--- src/rtl/clock_mode_controller.sv ---
// Mode/edit FSM for the alarm clock: turns button pulses into time-counter controls,
// keeps the BCD alarm registers, and raises alarm_ring on the first cycle time meets the alarm.
module clock_mode_controller #(
  parameter int RING_TICKS  = 600,
  parameter int ALARM_H_RST = 0,
  parameter int ALARM_M_RST = 0
) (
  input  logic       clock_out,
  input  logic       rst,
  input  logic       up,
  input  logic       down,
  input  logic       left,
  input  logic       right,
  input  logic       center,
  input  logic [1:0] th1,
  input  logic [3:0] th2,
  input  logic [2:0] tm1,
  input  logic [3:0] tm2,
  output logic       time_en,
  output logic       en_th,
  output logic       en_tm,
  output logic       updown,
  output logic [1:0] ah1,
  output logic [3:0] ah2,
  output logic [2:0] am1,
  output logic [3:0] am2,
  output logic [2:0] mode,
  output logic       disp_sel,
  output logic [3:0] blink,
  output logic       alarm_ring
);

  localparam int CW = $clog2(RING_TICKS + 1);

  typedef enum logic [2:0] {
    NORM = 3'b000,
    TH   = 3'b001,
    TM   = 3'b010,
    AH   = 3'b011,
    AM   = 3'b100
  } state_t;

  state_t          state;
  state_t          state_nxt;
  logic [CW-1:0]   ring_cnt;
  logic            match;
  logic            match_d;
  logic            nav_r;
  logic            nav_l;
  logic            adj;

  assign mode  = state;
  assign nav_r = right & ~left & ~center;
  assign nav_l = left & ~right & ~center;
  assign adj   = (up ^ down) & ~center & ~(left ^ right);
  assign match = (th1 == ah1) && (th2 == ah2) && (tm1 == am1) && (tm2 == am2);

  function automatic logic [5:0] hour_step(input logic [1:0] t, input logic [3:0] u, input logic inc);
    logic [5:0] r;
    if (inc) begin
      if (t == 2'd2 && u == 4'd3) r = 6'd0;
      else if (u == 4'd9)         r = {t + 2'd1, 4'd0};
      else                        r = {t, u + 4'd1};
    end else begin
      if (t == 2'd0 && u == 4'd0) r = {2'd2, 4'd3};
      else if (u == 4'd0)         r = {t - 2'd1, 4'd9};
      else                        r = {t, u - 4'd1};
    end
    return r;
  endfunction

  function automatic logic [6:0] min_step(input logic [2:0] t, input logic [3:0] u, input logic inc);
    logic [6:0] r;
    if (inc) begin
      if (t == 3'd5 && u == 4'd9) r = 7'd0;
      else if (u == 4'd9)         r = {t + 3'd1, 4'd0};
      else                        r = {t, u + 4'd1};
    end else begin
      if (t == 3'd0 && u == 4'd0) r = {3'd5, 4'd9};
      else if (u == 4'd0)         r = {t - 3'd1, 4'd9};
      else                        r = {t, u - 4'd1};
    end
    return r;
  endfunction

  always_comb begin
    state_nxt = state;
    case (state)
      NORM: if (center && !alarm_ring) state_nxt = TH;
      TH:   if (center) state_nxt = NORM; else if (nav_r) state_nxt = TM; else if (nav_l) state_nxt = AM;
      TM:   if (center) state_nxt = NORM; else if (nav_r) state_nxt = AH; else if (nav_l) state_nxt = TH;
      AH:   if (center) state_nxt = NORM; else if (nav_r) state_nxt = AM; else if (nav_l) state_nxt = TM;
      AM:   if (center) state_nxt = NORM; else if (nav_r) state_nxt = TH; else if (nav_l) state_nxt = AH;
      default: state_nxt = NORM;
    endcase
  end

  always_ff @(posedge clock_out or posedge rst) begin
    if (rst) begin
      state      <= NORM;
      time_en    <= 1'b1;
      en_th      <= 1'b0;
      en_tm      <= 1'b0;
      updown     <= 1'b0;
      disp_sel   <= 1'b0;
      blink      <= 4'b0000;
      ah1        <= 2'(ALARM_H_RST / 10);
      ah2        <= 4'(ALARM_H_RST % 10);
      am1        <= 3'(ALARM_M_RST / 10);
      am2        <= 4'(ALARM_M_RST % 10);
      alarm_ring <= 1'b0;
      ring_cnt   <= '0;
      match_d    <= 1'b1;
    end else begin
      state    <= state_nxt;
      time_en  <= (state_nxt == NORM);
      disp_sel <= (state_nxt == AH) || (state_nxt == AM);
      case (state_nxt)
        TH, AH:  blink <= 4'b1100;
        TM, AM:  blink <= 4'b0011;
        default: blink <= 4'b0000;
      endcase
      en_th  <= (state == TH) && adj;
      en_tm  <= (state == TM) && adj;
      updown <= ((state == TH) || (state == TM)) && adj && up;
      if (state == AH && adj) {ah1, ah2} <= hour_step(ah1, ah2, up);
      if (state == AM && adj) {am1, am2} <= min_step(am1, am2, up);
      match_d <= match;
      // Any center in NORM either silences or leaves NORM, so it always ends a ring.
      if (state != NORM || center) begin
        alarm_ring <= 1'b0;
        ring_cnt   <= '0;
      end else if (match && !match_d) begin
        alarm_ring <= 1'b1;
        ring_cnt   <= CW'(RING_TICKS - 1);
      end else if (alarm_ring) begin
        if (ring_cnt == '0) alarm_ring <= 1'b0;
        else                ring_cnt   <= ring_cnt - CW'(1);
      end
    end
  end

endmodule

--- config.mk ---
export PLATFORM = sky130hd
export DESIGN_NAME = clock_mode_controller
export DESIGN_NICKNAME = d
export VERILOG_FILES = /design/src/rtl/clock_mode_controller.sv
export SDC_FILE = /design/constraint.sdc
export NUM_CORES = 1
export LEC_CHECK = 0
export BUFFER_PORTS_ARGS = -buffer_cell sky130_fd_sc_hd__buf_4
export CORE_ASPECT_RATIO = 0.6
export CORE_UTILIZATION = 45
export DETAILED_ROUTE_END_ITERATION = 6
export HOLD_SLACK_MARGIN = 0.06
export PLACE_DENSITY = 0.77
export SETUP_SLACK_MARGIN = 0.05
export SLEW_MARGIN = 20
export SYNTH_ARGS = -nofsm -noshare
export SYNTH_HDL_FRONTEND = slang
export SYNTH_SLANG_ARGS = --single-unit
--- constraint.sdc ---
create_clock -name clock_out -period 4.87 [get_ports clock_out]
set_clock_uncertainty 0.05 [all_clocks]
set_input_delay 0.487 -clock clock_out [delete_from_list [all_inputs] [get_ports clock_out]]
set_output_delay 0.487 -clock clock_out [all_outputs]
set_load 0.05 [all_outputs]
== Word-level counts from Yosys, hierarchy flattened ==
Index checks and enable logic that the tools add are counted.

* Shift operators: 0
* Div/mod/pow operators: 0
* Reductions and logical operators: 36
* Magnitude comparators: 0
* Bitwise operators: 12
* Multipliers: 0
* Add/sub/neg operators: 9
* Muxes and demuxes: 33
* Equal/unequal tests: 20

{| class="wikitable"
|+ Operators by type and width
! operator !! count
|-
| $mux W10 || 4
|-
| $mux W3 || 13
|-
| $mux W7 || 5
|-
| $mux W6 || 5
|-
| $logic_and A1 B1 Y1 || 15
|-
| $pmux W3 S5 || 1
|-
| $eq A3 B2 Y1 const B || 4
|-
| $reduce_bool A3 Y1 || 4
|-
| $logic_not A10 Y1 || 1
|-
| $sub A10 B1 Y10 const B || 1
|-
| $eq A3 B3 Y1 const B || 3
|-
| $logic_not A3 Y1 || 3
|-
| $add A4 B1 Y4 const B || 2
|-
| $eq A4 B4 Y1 || 2
|-
| $eq A4 B4 Y1 const B || 2
|-
| $logic_not A4 Y1 || 2
|-
| $pmux W4 S2 || 1
|-
| $sub A4 B1 Y4 const B || 2
|-
| $and A1 B1 Y1 || 6
|-
| $eq A3 B1 Y1 const B || 2
|-
| $ne A3 B1 Y1 const B || 2
|-
| $reduce_and A3 Y1 || 2
|-
| $eq A4 B2 Y1 const B || 1
|-
| $mux W1 || 4
|-
| 15 further kinds || 23
|}

* Bits in read-only memories: 0
* Memories kept: 0
* Bits in writable memories: 0
* Register bits: 37
* Bits in latches: 0
* Bits of input ports: 20
* Word-level logic and storage cells: 124
* Output and inout port bits: 26

== Depth between registers and ports, before layout ==
Gate-level depths: netlist of the first run.

* Depth in word-level cells: 10
* Mapped depth: 8
* Mapped depth without buffers: 7

== Least setup slack after synthesis of the first run ==
OpenSTA, ideal clock, no wires.

* Path kind: reg2reg
* From: reg state[2], in the netlist mode[2]
* To: reg am1[0]
* Clock period less this slack: 2.365 ns
* Arrival: 2.167 ns
* Data required time: 4.672 ns
* Buffers on the path: 2
* Path slack: 2.505 ns
* Setup time: 0.148 ns
* Cell stages (with the launch flop): 8
* Cells stage by stage: dfrtp_1 > buf_6 > or3b_1 > or4b_1 > buf_6 > a21o_4 > o21ai_2 > o31ai_2

* Word-level cells in the longest chain between the ends: 3

{| class="wikitable"
|+ Ends and longest elaborated chain
! what !! RTL line !! text
|-
| start, declared || 43 || <nowiki>state_t state;</nowiki>
|-
| start signal, assigned || 115 || <nowiki>state <= state_nxt;</nowiki>
|-
| $eq A3 B3 Y1 || 127 || <nowiki>if (state == AM && adj) {am1, am2} <= min_step(am1, am2, up);</nowiki>
|-
| $logic_and A1 B1 Y1 || 127 ||
|-
| $reduce_and A3 Y1 (no line) || -- ||
|-
| end signal, assigned || 109 || <nowiki>am1 <= 3'(ALARM_M_RST / 10);</nowiki>
|-
| end signal, assigned || 127 ||
|-
| end, declared || 25 || <nowiki>output logic [2:0] am1,</nowiki>
|}

Every way passes these cells.
A chain may end at the register's enable or synchronous reset.

== Worst setup path after layout of the first run ==
* From: reg state[2], in the netlist mode[2]
* To: reg am1[1]

The elaborated chain is that of the path after synthesis.

==> results of run 1 <==
==> final cells by class <==
| type | instances | share of cell area |
|---|---|---|
| clock inverters | 2 | 0.00441 |
| flip-flops and latches | 35 | 0.310 |
| repair buffers | 46 | 0.122 |
| inverters | 19 | 0.0252 |
| well taps | 66 | 0.0291 |
| multi-input cells | 194 | 0.484 |
| clock buffers | 6 | 0.0256 |
==> per-layer routing <==
layer  share of wire  track usage  up-vias
met5               0            0        -
met4           0.010       0.0554        0
met3           0.050       0.0475        6
met2            0.44        0.295       49
met1            0.50        0.283      973
li1                -            -     1014
==> flip-flops by register name (all words and copies together), names as in the netlist <==
register and count:
ring_cnt 10, disp_sel 1, alarm_ring 1, ah1 2, mode 3, en_th 1
time_en 1, am1 3, ah2 4, am2 4, en_tm 1, updown 1
match_d 1, blink 2
==> stage by stage <==
step | utilization | std cells | total power [µW] | instance area (µm²)
finish | 0.553 | 368 | 981 | 2840
CTS | 0.553 | 368 | 983 | 2840
global placement | 0.536 | 360 | 763 | 2750
detailed placement | 0.536 | 360 | 772 | 2750
floorplan | - | 265 | 672 | 2430
global route | 0.553 | 368 | 1030 | 2840
==> cell usage in the layout (no fill, tap or decap), types with 2 or more instances in the layout <==
master	instances
buf_4	46
dfrtp_1	33
a21oi_1	23
xnor2_1	19
inv_1	19
nor2_1	16
nand2_1	15
ha_1	15
nor3_1	12
nor3b_1	9
o21ai_0	9
a31oi_1	5
nand3_1	5
clkbuf_8	5
nand2b_1	4
nand4_1	4
xor2_1	4
or3_1	4
nor2b_1	3
nor4_1	3
and3b_1	3
mux2i_1	3
a211oi_1	3
a21o_1	2
a311oi_1	2
or4b_1	2
a221oi_1	2
a22oi_1	2
a32oi_1	2
dfstp_2	2
==> kinds of logic after synthesis <==
| kind of cell | Yosys count | synth area share |
|---|---|---|
| AO/OA/AOI/OAI | 62 | 0.179 |
| XOR/XNOR | 23 | 0.0829 |
| adder cells (fa/ha/maj) | 15 | 0.0773 |
| buffers and inverters | 36 | 0.0732 |
| flip-flops | 35 | 0.362 |
| multiplexers | 3 | 0.0124 |
| AND/OR/NAND/NOR | 91 | 0.213 |
==> synthesized netlist by cell type (all sizes together), types with 3 or more instances <==
| cell type | number | area [µm²] |
|---|---|---|
| and3b | 3 | 26.3 |
| nor4 | 3 | 18.8 |
| nor2 | 16 | 60.1 |
| xor2 | 4 | 35.0 |
| a211oi | 4 | 35.0 |
| nand3 | 5 | 25.0 |
| nand2b | 4 | 25.0 |
| or3 | 5 | 32.5 |
| o21ai | 10 | 53.8 |
| buf | 8 | 72.6 |
| nor2b | 3 | 18.8 |
| nand2 | 15 | 56.3 |
| mux2i | 3 | 30.0 |
| a21o | 3 | 30.0 |
| xnor2 | 19 | 166 |
| nor3 | 12 | 60.1 |
| nand4 | 4 | 25.0 |
| a21oi | 23 | 115 |
| a31oi | 5 | 31.3 |
| inv | 19 | 71.3 |
| nor3b | 10 | 80.1 |
| dfrtp | 33 | 826 |
| ha | 15 | 188 |
| clkbuf | 9 | 33.8 |
==> how the worst max path moves through the flow <==
stage                start     endpoint  slack, ps  depth (start not counted)
6_report           mode[2]       am1[1]       2590                          5
5_1_grt        ring_cnt[0]  ring_cnt[3]       2450                          7
4_1_cts            mode[2]       am1[0]       2610                          5
3_5_place_dp       mode[2]       am1[0]       2620                          5
3_3_place_gp          left       am1[0]       2660                          7
2_1_floorplan      mode[2]       am1[0]       2500                          7
==> power breakdown <==
part | internal [µW] | switching, µW
Clock | 99.9 | 111
Combinational | 144 | 248
Sequential | 319 | 60.3
==> worst max-delay path: stages, from the launching register on <==
cell and delay, ps:
dfrtp_1 550, or3b_1 390, or4b_1 660, a21o_4 290, a211oi_2 160, a21oi_1 70
==> results.rst, run 1 <==
.. list-table::
   :header-rows: 1

   * - Metric
     - Value
   * - Setup TNS Final
     - 0 ps
   * - Die Footprint
     - 5700 µm²
   * - Worst endpoint required time
     - approximately 5000 ps
   * - Outcome
     - finished, final reports clean
   * - Data arrival time of the worst path
     - 2410 ps
   * - Minimum setup slack among reg-to-reg paths
     - ~2600 ps
   * - Filler Cell Count
     - between 400 and 500
   * - Setup repair after global routing missed its margin
     - no
   * - Final hold violations
     - 0
   * - TritonCTS clock tree
     - done
   * - TritonCTS buffer count
     - 5
   * - Post-detailed-route via-to-cell ratio
     - 5.55
   * - Clock tree root buffer cell
     - clkbuf_8
   * - Count of routing violations after the opening detailed-route iteration
     - 70
   * - Antenna violations before repair
     - 0
   * - Post-DR wirelength/cell
     - approximately 15 µm
   * - Total via count after detailed routing
     - 2042
   * - Clock latency on the worst-skew pair
     - approximately 300 ps
   * - Share of the clock period used by the worst path
     - 0.468
   * - Leakage
     - 0.00129 µW
   * - Maximum level of the CTS H-tree
     - 2
   * - Register clock-pin slew on the reported worst setup and hold paths
     - about 70 ps
   * - Proportion of synthesized chip area in sequential cells
     - 0.362
   * - Number of gates resized after cts
     - 0
   * - Antenna viol nets, final
     - 0
   * - Area of the mapped netlist
     - 2430 µm²
   * - DRC errors left
     - 0
   * - Final worst path period need
     - around 2300 ps
   * - Buffer count from post-CTS setup fixing
     - 0
   * - Reg-to-reg endpoint
     - am1[1]
   * - Startpoint type of the worst setup path
     - register
   * - Reg-to-Reg Start
     - mode[2]
   * - Slew Limit Fails
     - 0
   * - Areal power density over the cells
     - 346 nW/µm²
   * - Least setup slack across all paths after layout
     - 2590 ps
   * - Iteration count of the initial detailed-routing pass
     - 4
   * - Die Wd
     - between 90 and 100 µm
   * - Reg2Reg Depth
     - 5
   * - Crit path max fanout
     - 11
   * - Synthesized netlist net count
     - 300
   * - Weighted congestion at the end of routability-driven global placement
     - 0.833
   * - Global Route Usage Sum
     - 0.196
   * - Type of the most critical hold path
     - in2async
   * - Worst setup EP type
     - register
   * - Top_reg_cell synth
     - dfrtp_1
   * - Flip-flop and latch count after synthesis
     - 35
   * - Clock sink total
     - 35
   * - Relative slew slack
     - 0.540
   * - Transition time of the tightest slew-check pin
     - 686 ps
   * - Final setup violating endpoints
     - 0
   * - Placeable core region
     - between 5000 and 6000 µm²
   * - Top-level I/O count
     - 46
   * - Total gr overflow
     - 0
   * - Synthesized netlist cell count
     - 265
   * - Vias in the first global route
     - 1882
   * - Number of hold buffers added after cts
     - 0
   * - Max Buffers Root-to-Sink
     - 2
   * - Hold WS
     - around 240 ps
   * - Maxcap violations
     - 0
   * - Layout overhead on the synthesized area
     - 16.7%
   * - Largest net degree at the start of global routing
     - 36
   * - Count of unique library cells instantiated by Yosys
     - 55
   * - Final net count
     - approximately 340
   * - Fraction of synthesis flops using an asynchronous set or reset pin
     - 1.00
   * - Worst setup path class
     - reg2reg
   * - Global-route wire length before repair
     - 8850 µm
   * - Number of enable-type register cells in the synthesized netlist
     - 0
   * - Drt total wl
     - 5390 µm
   * - Post-placement setup slack
     - 2620 ps
   * - IR Drop Worst-Case VDD
     - 0.282 mV
   * - Total number of placement rows
     - 20
   * - Count of buffers from port buffering
     - 45
   * - Half-perimeter wire length after detailed placement
     - just under 4000 µm
   * - Starting utilization of the core area
     - 0.473
   * - Die Ht
     - 58.9 µm
   * - Yosys warns
     - 0
   * - ANT cells
     - 0
   * - Max Clk Rate
     - 0.438 GHz
   * - Share of final-layout standard cells stronger than drive strength 1
     - 0.222
   * - Area taken by flip-flops and latches
     - 878 µm²
   * - Synth Area per Inst
     - 9.16 µm²
   * - Combined area of the multi-input logic cells
     - 1370 µm²
(Power assumes the default switching activity.)
==> inputs of run 2 (changes only) <==
==> constraint.sdc (replaced) <==
create_clock -name clock_out -period 2.2 [get_ports clock_out]
set_clock_uncertainty 0.05 [all_clocks]
set_input_delay 0.22 -clock clock_out [delete_from_list [all_inputs] [get_ports clock_out]]
set_output_delay 0.22 -clock clock_out [all_outputs]
set_load 0.05 [all_outputs]
==> run 2 against run 1 <==
  * Worst setup slack got worse by 2400 ps
  * Largest power group unchanged
  * Largest cell class unchanged
  * Critical path type unchanged
  * Sequential power rose by 110%
  * Worst hold slack got worse by 110 ps
  * Critical endpoint is now ring_cnt[3]
  * Cell area rose by 8.3%
==> results.rst, run 2 (synthesized netlist as in run 1, its figures left out) <==
.. list-table::
   :header-rows: 1

   * - Metric
     - Value
   * - Clock latency on the worst-skew pair
     - 280 ps
   * - Final net count
     - 358
   * - Minimum setup slack among reg-to-reg paths
     - about 180 ps
   * - Post-detailed-route via-to-cell ratio
     - 5.56
   * - Registers with the highest flip-flop counts
     - ring_cnt (10), ah2 (4), am2 (4)
   * - TritonCTS buffer count
     - 5
   * - Maximum level of the CTS H-tree
     - 2
   * - Share of the clock period used by the worst path
     - 0.916
   * - Worst min-delay path endpoint
     - match_d
   * - Min-Delay Path Depth
     - 4
   * - Top-level I/O count
     - 46
   * - Leakage
     - 0.00142 µW
   * - Register bank with the most flops
     - ring_cnt
   * - Drt total wl
     - 5770 µm
   * - Outcome
     - finished, final reports clean
   * - Global-route wire length before repair
     - between 9000 and 10000 µm
   * - Die Wd
     - 96.8 µm
   * - Starting utilization of the core area
     - 0.473
   * - Post-DR wirelength/cell
     - around 15 µm
   * - Largest register FFs
     - 10
   * - Total gr overflow
     - 0
   * - Layout overhead on the synthesized area
     - 26.5%
   * - Placeable core region
     - 5130 µm²
   * - Min-delay src
     - tm1[1]
   * - Data arrival time of the worst path
     - around 2100 ps
   * - Final setup violating endpoints
     - 0
   * - Worst-path cell chain
     - xnor2_1, nand3_1, nor4_1, nand2b_1, nor3b_1
   * - Reg-to-reg endpoint
     - ring_cnt[3]
   * - Setup TNS Final
     - 0 ps
   * - Type of the most critical hold path
     - in2reg
   * - Share of final-layout standard cells stronger than drive strength 1
     - 0.306
   * - Final hold violations
     - 0
   * - Maxcap violations
     - 0
   * - Slew Limit Fails
     - 0
   * - Worst setup path class
     - reg2reg
   * - Reg2Reg Depth
     - 5
   * - Iteration count of the initial detailed-routing pass
     - 4
   * - Final worst path period need
     - ~2000 ps
   * - Hold WS
     - 134 ps
   * - Total number of placement rows
     - 20
   * - Half-perimeter wire length after detailed placement
     - 4230 µm
   * - Worst endpoint required time
     - 2290 ps
   * - Max Clk Rate
     - 0.496 GHz
   * - Crit path max fanout
     - 11
   * - Most common cell after layout, fill and taps aside
     - buf_4
   * - TritonCTS clock tree
     - done
   * - Vias in the first global route
     - 2027
   * - Critical path's largest stage delay
     - 470 ps
   * - Count of buffers from port buffering
     - between 40 and 50
   * - Transition time of the tightest slew-check pin
     - approximately 510 ps
   * - Areal power density over the cells
     - between 700 and 800 nW/µm²
   * - Worst setup EP type
     - register
   * - Reg-to-Reg Start
     - am2[0]
   * - Launching instance or port of the critical path
     - am2[0]
   * - Relative slew slack
     - 0.656
   * - Largest net degree at the start of global routing
     - 36
   * - IR Drop Worst-Case VDD
     - 0.410 mV
   * - Register clock-pin slew on the reported worst setup and hold paths
     - around 70 ps
   * - Total via count after detailed routing
     - 2168
   * - Clock sink total
     - 35
   * - Setup repair after global routing missed its margin
     - no
   * - Cell type of the slowest stage on the worst timing path
     - dfrtp_1
   * - Max Buffers Root-to-Sink
     - 2
   * - Die Ht
     - 58.9 µm
   * - Die Footprint
     - 5700 µm²
   * - Final Core Density
     - 0.599
   * - Antenna viol nets, final
     - 0
   * - Weighted congestion at the end of routability-driven global placement
     - 0.845
   * - Commonest cells after routing, fill and taps aside
     - buf_4 (66), dfrtp_1 (29), a21oi_1 (23)
   * - Antenna violations before repair
     - 0
   * - Clock tree root buffer cell
     - clkbuf_8
   * - ANT cells
     - 0
   * - DRC errors left
     - 0
   * - Startpoint type of the worst setup path
     - register
   * - Count of routing violations after the opening detailed-route iteration
     - 108
   * - Global Route Usage Sum
     - 0.210
[run 2: worst max path at each step]
stage                       end
floorplan                am1[0]
global placement    ring_cnt[7]
detailed placement  ring_cnt[3]
CTS                 ring_cnt[5]
global route        ring_cnt[3]
finish              ring_cnt[3]
[run 2: through the flow]
| stage | setup slack (ps) | power, µW | area (µm²) | cells |
|---|---|---|---|---|
| final | 184 | 2380 | 3070 | 390 |
| after global routing | 44.1 | 2530 | 3070 | 390 |
| after CTS | 80.4 | 2390 | 3030 | 387 |
| after floorplan | -48.1 | 1490 | 2430 | 265 |
| after detailed placement | 59.9 | 1770 | 2870 | 376 |
| after global placement | 126 | 1740 | 2870 | 376 |
[run 2: area by class of cell]
cell class,instances,area (µm²)
fillers,432,2060
repair buffers,68,515
well taps,66,82.6
multi-input cells,194,1400
inverters,19,71.3
clock inverters,2,35.0
flip-flops and latches,35,883
clock buffers,6,82.6
[run 2: worst max-delay path: cells and delay by family, from the launching register on]
kind,cells,cell delay (ps)
simple gates,4,1160
flops,1,470
xor+xnor,1,190
[run 2: routing by layer]
metal | share of wire | vias up | GRT usage
met1 | 0.50 | 1040 | 0.301
li1 | - | 1055 | -
met2 | 0.44 | 67 | 0.334
met3 | 0.061 | 6 | 0.0428
met5 | 0 | - | 0
met4 | 0.0069 | 0 | 0.0448
[run 2: repair_timing]
| item | 4_1_cts | 5_1_grt |
|---|---|---|
| hold endpoints to repair | 34 | 0 |
| setup buffers | 1 | 3 |
| setup endpoints to repair | 1 | 10 |
| hold buffers | 2 | 0 |
| resized for setup | 3 | 6 |
| pin swaps | 1 | 3 |
[run 2: where the power goes]
part / switching (µW) / leakage, µW / internal, µW / total, µW
registers: 78.1 / 0.000445 / 709 / 787
clock network: 240 / 0.0000612 / 367 / 607
logic: 619 / 0.000910 / 367 / 986
